### src/rtl/dac_pkg.sv
// Shared register map, waveform codes, FSM states and staging payload for the DAC sweep controller.
package dac_pkg;

    localparam int unsigned REG_IDX_W  = 3;
    localparam int unsigned ROM_ADDR_W = 14;
    localparam int unsigned AMP_W      = 14;
    localparam int unsigned DUTY_W     = 8;
    localparam int unsigned WAVE_W     = 2;

    localparam logic [REG_IDX_W-1:0] REG_CTRL      = 3'd0;
    localparam logic [REG_IDX_W-1:0] REG_FTW_START = 3'd1;
    localparam logic [REG_IDX_W-1:0] REG_FTW_STOP  = 3'd2;
    localparam logic [REG_IDX_W-1:0] REG_FTW_STEP  = 3'd3;
    localparam logic [REG_IDX_W-1:0] REG_AMP       = 3'd4;
    localparam logic [REG_IDX_W-1:0] REG_DUTY      = 3'd5;
    localparam logic [REG_IDX_W-1:0] REG_DWELL     = 3'd6;

    localparam logic [WAVE_W-1:0] WAVE_SINE   = 2'b00;
    localparam logic [WAVE_W-1:0] WAVE_SQUARE = 2'b01;
    localparam logic [WAVE_W-1:0] WAVE_TRI    = 2'b10;

    localparam int unsigned DUTY_MAX = 100;

    typedef enum logic [1:0] {
        IDLE  = 2'd0,
        RUN   = 2'd1,
        SWEEP = 2'd2,
        HOLD  = 2'd3
    } state_e;

    // Waveform parameters staged toward the ROM as one unit.
    typedef struct packed {
        logic [AMP_W-1:0]  amp;
        logic [DUTY_W-1:0] duty;
        logic [WAVE_W-1:0] wave;
    } stage_t;

    function automatic logic [DUTY_W-1:0] clamp_duty(input logic [DUTY_W-1:0] d);
        return (d > DUTY_W'(DUTY_MAX)) ? DUTY_W'(DUTY_MAX) : d;
    endfunction

endpackage

### src/rtl/phase_acc.sv
// Phase accumulator: acc += ftw each enabled cycle, wrap is the registered carry-out of that add.
module phase_acc #(
    parameter int unsigned PHASE_W = 32
) (
    input  logic               clk,
    input  logic               rst,
    input  logic               clear,
    input  logic               run,
    input  logic [PHASE_W-1:0] ftw,
    output logic [PHASE_W-1:0] acc,
    output logic               wrap,
    output logic               carry_c
);

    logic [PHASE_W:0] sum;

    assign sum     = {1'b0, acc} + {1'b0, ftw};
    assign carry_c = run & sum[PHASE_W];

    always_ff @(posedge clk or posedge rst) begin
        if (rst) begin
            acc  <= '0;
            wrap <= 1'b0;
        end else if (clear) begin
            acc  <= '0;
            wrap <= 1'b0;
        end else if (run) begin
            acc  <= sum[PHASE_W-1:0];
            wrap <= carry_c;
        end else begin
            wrap <= 1'b0;
        end
    end

endmodule

### src/rtl/dds_sweep_ctrl.sv
// DDS phase/sweep controller: register file, RUN/SWEEP/HOLD FSM and wrap-aligned staging of
// amplitude, duty and waveform select toward the waveform ROM.
module dds_sweep_ctrl
    import dac_pkg::*;
#(
    parameter int unsigned PHASE_W = 32,
    parameter int unsigned DWELL_W = 24
) (
    input  logic                  sys_clk,
    input  logic                  rst,
    input  logic                  wr_en,
    input  logic [REG_IDX_W-1:0]  wr_addr,
    input  logic [31:0]           wr_data,
    output logic [ROM_ADDR_W-1:0] rom_address,
    output logic [AMP_W-1:0]      rom_amplitude,
    output logic [WAVE_W-1:0]     rom_wave_sel,
    output logic [DUTY_W-1:0]     rom_duty,
    output logic                  phase_wrap,
    output logic                  sweep_done,
    output logic                  busy
);

    state_e             state_q, state_d;
    logic [PHASE_W-1:0] ftw_start_q, ftw_stop_q, ftw_step_q;
    logic [PHASE_W-1:0] cur_ftw_q, cur_ftw_d;
    logic [DWELL_W-1:0] dwell_q, dwell_lim;
    logic [DWELL_W-1:0] dwell_cnt_q, dwell_cnt_d;
    logic [PHASE_W:0]   step_sum;
    logic               loop_q;
    stage_t             shadow_q, shadow_d;
    logic               ctrl_wr, done_d, stage;
    logic [PHASE_W-1:0] acc;
    logic               carry_c;

    assign ctrl_wr   = wr_en && (wr_addr == REG_CTRL);
    assign dwell_lim = (dwell_q == '0) ? '0 : dwell_q - DWELL_W'(1);

    phase_acc #(.PHASE_W(PHASE_W)) u_phase_acc (
        .clk     (sys_clk),
        .rst     (rst),
        .clear   (ctrl_wr),
        .run     (state_q != IDLE),
        .ftw     (cur_ftw_q),
        .acc     (acc),
        .wrap    (phase_wrap),
        .carry_c (carry_c)
    );

    // Shadow values including this cycle's write, so a write is never lost on a staging edge.
    always_comb begin
        shadow_d = shadow_q;
        if (wr_en) begin
            case (wr_addr)
                REG_CTRL: shadow_d.wave = wr_data[4:3];
                REG_AMP:  shadow_d.amp  = wr_data[AMP_W-1:0];
                REG_DUTY: shadow_d.duty = clamp_duty(wr_data[DUTY_W-1:0]);
                default:  ;
            endcase
        end
    end

    always_ff @(posedge sys_clk or posedge rst) begin
        if (rst) begin
            ftw_start_q <= '0;
            ftw_stop_q  <= '0;
            ftw_step_q  <= '0;
            dwell_q     <= '0;
            loop_q      <= 1'b0;
            shadow_q    <= '0;
        end else begin
            shadow_q <= shadow_d;
            if (wr_en) begin
                case (wr_addr)
                    REG_CTRL:      loop_q      <= wr_data[2];
                    REG_FTW_START: ftw_start_q <= PHASE_W'(wr_data);
                    REG_FTW_STOP:  ftw_stop_q  <= PHASE_W'(wr_data);
                    REG_FTW_STEP:  ftw_step_q  <= PHASE_W'(wr_data);
                    REG_DWELL:     dwell_q     <= DWELL_W'(wr_data);
                    default:       ;
                endcase
            end
        end
    end

    always_ff @(posedge sys_clk or posedge rst) begin
        if (rst) begin
            state_q     <= IDLE;
            cur_ftw_q   <= '0;
            dwell_cnt_q <= '0;
        end else begin
            state_q     <= state_d;
            cur_ftw_q   <= cur_ftw_d;
            dwell_cnt_q <= dwell_cnt_d;
        end
    end

    always_comb begin
        state_d     = state_q;
        cur_ftw_d   = cur_ftw_q;
        dwell_cnt_d = dwell_cnt_q;
        done_d      = 1'b0;
        stage       = 1'b0;
        step_sum    = {1'b0, cur_ftw_q} + {1'b0, ftw_step_q};
        case (state_q)
            IDLE: stage = 1'b1;
            RUN: begin
                stage = carry_c;
                if (carry_c) cur_ftw_d = ftw_start_q;
            end
            SWEEP: begin
                stage = carry_c;
                if (dwell_cnt_q >= dwell_lim) begin
                    dwell_cnt_d = '0;
                    // A carry out of the step add always counts as reaching the stop frequency.
                    if (step_sum >= {1'b0, ftw_stop_q}) begin
                        done_d = 1'b1;
                        if (loop_q) begin
                            cur_ftw_d = ftw_start_q;
                        end else begin
                            cur_ftw_d = ftw_stop_q;
                            state_d   = HOLD;
                        end
                    end else begin
                        cur_ftw_d = step_sum[PHASE_W-1:0];
                    end
                end else begin
                    dwell_cnt_d = dwell_cnt_q + DWELL_W'(1);
                end
            end
            HOLD: stage = carry_c;
            default: state_d = IDLE;
        endcase
        // A CTRL write restarts or stops from any state and overrides the sweep step.
        if (ctrl_wr) begin
            stage       = (state_q == IDLE);
            done_d      = 1'b0;
            dwell_cnt_d = '0;
            cur_ftw_d   = ftw_start_q;
            if (!wr_data[0]) begin
                state_d = IDLE;
            end else if (!wr_data[1]) begin
                state_d = RUN;
            end else if (ftw_stop_q <= ftw_start_q) begin
                done_d = 1'b1;
                if (wr_data[2]) begin
                    state_d = SWEEP;
                end else begin
                    state_d   = HOLD;
                    cur_ftw_d = ftw_stop_q;
                end
            end else begin
                state_d = SWEEP;
            end
        end
    end

    always_ff @(posedge sys_clk or posedge rst) begin
        if (rst) begin
            rom_address   <= '0;
            rom_amplitude <= '0;
            rom_duty      <= '0;
            rom_wave_sel  <= WAVE_SINE;
            sweep_done    <= 1'b0;
            busy          <= 1'b0;
        end else begin
            rom_address <= ctrl_wr ? '0 : acc[PHASE_W-1 -: ROM_ADDR_W];
            if (stage) begin
                rom_amplitude <= shadow_d.amp;
                rom_duty      <= shadow_d.duty;
                rom_wave_sel  <= shadow_d.wave;
            end
            sweep_done <= done_d;
            busy       <= (state_d != IDLE);
        end
    end

endmodule

### config.mk
export PLATFORM = sky130hd
export DESIGN_NAME = dds_sweep_ctrl
export DESIGN_NICKNAME = d
export VERILOG_FILES = /design/src/rtl/dac_pkg.sv /design/src/rtl/phase_acc.sv /design/src/rtl/dds_sweep_ctrl.sv
export SDC_FILE = /design/constraint.sdc
export NUM_CORES = 1
export LEC_CHECK = 0
export CAP_MARGIN = 10
export CORE_UTILIZATION = 25
export DETAILED_ROUTE_END_ITERATION = 16
export GPL_TIMING_DRIVEN = 0
export SLEW_MARGIN = 20
export SYNTH_ARGS = -nofsm -noshare
export SYNTH_HDL_FRONTEND = slang
export SYNTH_SLANG_ARGS = --single-unit
### constraint.sdc
create_clock -name sys_clk -period 27 [get_ports sys_clk]
set_input_delay 2.7 -clock sys_clk [delete_from_list [all_inputs] [get_ports sys_clk]]
set_output_delay 2.7 -clock sys_clk [all_outputs]
set_load 0.005 [all_outputs]
==> flow_summary.yaml <==
pwr:
  power_density_nw_per_um2: 120
  leakage_nw: 8.92
  clkPwrFrac_pct: 20.3
  p_sw_w: 0.00101
  p_seq_share_pct: 26.7
  irDropWorstVdd_mv: 0.0522
  p_int_w: 0.00141
  sw_frac_of_total_pct: 41.9
  pwr-share-comb_pct: 53.0
worst_hold_path:
  hp-class: "reg2reg"
sta:
  hold-worst-slack_ns: 0.475
  final_max_slew_viol_count: 0
  fin_crit_ns: 6.66
  clock_skew_ns: 0.0168
  fmax_mhz: 150
  setup_viol: 0
  final-hold-violation-count: 0
  tns_ns: 0
  slew_headroom_pct: 38.8
  worst_pin_slew_ns: 0.919
  rsz0062_at_grt: "false"
  min_period_over_period_pct: 24.7
logic_synthesis:
  synth_common_cells: "dfrtp_1 (276), nand2_1 (218), o21ai_0 (162), ha_1 (154), inv_1 (118)"
  synth.most_common_cell: "dfrtp_1"
  synth-main-ff-cell: "dfrtp_1"
  synth_cells: 1784
  yosysTopAreaCell: "dfrtp_1"
  synth_edf_count: 0
  ys_seq_elements: 276
  yosysTopAreaCellShare_pct: 40.4
  netlist_top_cells_area: "dfrtp_1 (40%), ha_1 (11%), mux2_2 (6.3%), nand2_1 (4.8%), o21ai_0 (4.7%)"
  syn-num-nets: 1978
  syn_area_per_cell_um2: 9.57
  yosysSeqAreaShare_pct: 40.4
  netlist_area_um2: 17100
  yosys_warnings: 0
  synthArstFlopShare_pct: 100
  ys_types: 73
global_routing:
  grt_pass1_wl_um: 81200
  grt_max_degree: 104
  grt_pass1_vias: 14106
  grt_util_all_layers_pct: 14.7
  antenna_found_initial: 1
  grt.overflow.total: 0
setup_path:
  crit_end: "busy$_DFF_PP0_"
  reg2reg_slack_ns: 20.34
  regToRegStartpoint: "dwell_q[3]$_DFFE_PP0P_"
  crit_slowest_cell: "nor3_1"
  critPathMaxFanout: 10
  cp-end-kind: "flop"
  cp_slowest_stage_delay_ns: 0.61
  crit_arrival_ns: 7.08
  r2r_end: "busy$_DFF_PP0_"
  crit_start: "dwell_q[3]$_DFFE_PP0P_"
  cp-start-kind: "flop"
  rr_worst_depth: 21
  path_cells: "or3_1, nor2_1, nand2_1, nor2_1, nand2_1, or3_1, nor3_1, nand2_1, clkbuf_1, nand2_1, ha_1, a2111oi_0, o21ai_0, a31o_2, a221oi_1, o31a_1, nor2b_1, clkbuf_1, nand3b_1, o211ai_1, or2_2"
  critPathRequiredTime_ns: 27.42
  crit_type: "reg2reg"
  cpMostUsedCell: "nand2_1"
die:
  initial_core_util_pct: 25.3
  die_w_um: 263
  pin_count: 79
  die_h_um: 263
  core-area_um2: 67400
  fp-row-count: 95
  dieArea_um2: 69400
clock_network:
  clk_latency_ns: 0.56
  root_buffer: "clkbuf_16"
  htreeDepth: 2
  post-cts-setup-buffer-count: 0
  postCtsHoldBufs: 0
  cts_buffers: 35
  clk_pin_slew_ns: 0.06
  clock-sinks: 276
  cts-resized-gates: 0
  cts_buffer_depth: 3
  tritoncts: "done"
detailed_routing:
  dr.pass1.iters: 10
  routedWlPerCell_um: 18.2
  vias: 14171
  routed_via_density: 5.07
  ant_nets: 0
  wirelength_um: 50900
  drtIter0Drc: 1148
  drcViolationCount: 0
place:
  place_inst: 2737
  io_buffers: 74
  dp_hpwl_um: 38800
  gp_congestion: 0.895
finish:
  areaGrowthSynthToFinish_pct: 18.3
  nets: 2095
  instances_no_fill: 2797
  final_layout_size_suffix_gt1_share_pct: 9.83
status:
  status: "completed"
run:
  drv_cap: 0
metal layers:
metal  global-route usage (%)  vias up  share of wire, %
li1                         -     6701                 -
met4                     6.16        0               3.6
met1                     19.7     6962                45
met2                     24.1      418                47
met5                        0        -                 0
met3                     1.46       90               4.3
cell families (layout without fill, tap and decap cells):
group | Yosys count | after routing | synth area share (%)
AOI/OAI and AO/OA | 464 | 464 | 17.6
xor gates and xnor gates | 72 | 72 | 3.69
adders and majority gates | 156 | 156 | 11.5
buffers and inverters | 191 | 330 | 4.29
DFF | 276 | 276 | 40.4
muxes | 135 | 135 | 8.78
other | 0 | 1 | 0
and+or+nand+nor | 490 | 490 | 13.6
critical path, delay by kind of cell (launching register included):
family / cells / cell delay, ns
and+or+nand+nor: 12 / 3.47
AOI/OAI and AO/OA: 6 / 1.52
buffers and inverters: 2 / 0.89
DFF: 1 / 0.41
adders and majority gates: 1 / 0.24
power groups by stage:
stage	sequential (W)	combinational, W	clock [W]
floorplan	0.000611	0.000943	0
global placement	0.000651	0.00124	0
detailed placement	0.000653	0.00126	0
CTS	0.000647	0.00128	0.000503
global route	0.000660	0.00144	0.000519
finish	0.000645	0.00128	0.000491
layout make-up:
| type | instances | area [um2] |
|---|---|---|
| Inverter | 118 | 450 |
| Clock buffer | 44 | 961 |
| Multi-Input combinational cell | 1317 | 9460 |
| Fill cell | 6885 | 47200 |
| Buffer | 73 | 289 |
| Clock inverter | 15 | 221 |
| Tap cell | 873 | 1090 |
| Antenna cell | 1 | 2.50 |
| Sequential cell | 276 | 6910 |
| Timing Repair Buffer | 80 | 826 |
how the worst min path moves through the flow:
stage	start	endpoint	slack (ns)	depth (start not counted)
finish	shadow_q[9]$_DFF_PP0_	shadow_q[9]$_DFF_PP0_	0.48	1
global placement	shadow_q[1]$_DFF_PP0_	shadow_q[1]$_DFF_PP0_	0.46	2
CTS	shadow_q[9]$_DFF_PP0_	shadow_q[9]$_DFF_PP0_	0.48	1
floorplan	shadow_q[0]$_DFF_PP0_	shadow_q[0]$_DFF_PP0_	0.44	2
global route	shadow_q[18]$_DFF_PP0_	shadow_q[18]$_DFF_PP0_	0.51	1
detailed placement	shadow_q[9]$_DFF_PP0_	shadow_q[9]$_DFF_PP0_	0.46	1
sequential cells by signal (all words and copies together), names as in the netlist, 8 cells and up:
| signal | flops |
|---|---|
| ftw_step_q | 32 |
| cur_ftw_q | 32 |
| ftw_start_q | 32 |
| rom_amplitude | 14 |
| rom_address | 14 |
| dwell_cnt_q | 24 |
| rom_duty | 8 |
| ftw_stop_q | 32 |
| dwell_q | 24 |
| shadow_q | 24 |
| u_phase_acc.acc | 32 |
cells in the final DEF (no fill, tap or decap), types with 7 or more instances in the layout:
master	synthesis	routed
ha_1	154	154
mux2_2	95	95
nand2b_1	9	9
nor4_1	8	8
nor2b_1	13	13
clkbuf_1	63	68
a21o_1	38	38
o21bai_1	8	8
nor3_1	29	27
o211ai_1	7	7
o21a_1	11	11
nor2_1	61	61
clkbuf_16	0	36
o21ai_0	162	162
nand3_1	49	49
dfrtp_1	276	276
xnor2_1	36	36
or3_1	9	9
o31ai_1	12	12
a22oi_1	9	9
mux2i_1	34	34
xor2_1	36	36
and2_1	22	22
a222oi_1	24	24
nand4_1	26	26
and3_1	13	13
a31oi_1	8	8
inv_1	118	117
a21oi_1	95	95
a211oi_1	27	27
nand2_1	218	218
clkdlybuf4s50_1	0	74
per-stage QoR:
| stage | instance area (um2) | utilization (%) | total power [W] | setup slack, ns |
|---|---|---|---|---|
| final | 20200 | 30.0 | 0.00242 | 20.34 |
| after global routing | 20200 | 30.0 | 0.00262 | 19.96 |
| after CTS | 20200 | 30.0 | 0.00243 | 20.48 |
| after detailed placement | 19000 | 28.2 | 0.00192 | 20.51 |
| after global placement | 18900 | 28.1 | 0.00189 | 13.05 |
| after floorplan | 17100 | - | 0.00155 | 16.69 |
(Power assumes the default switching activity.)
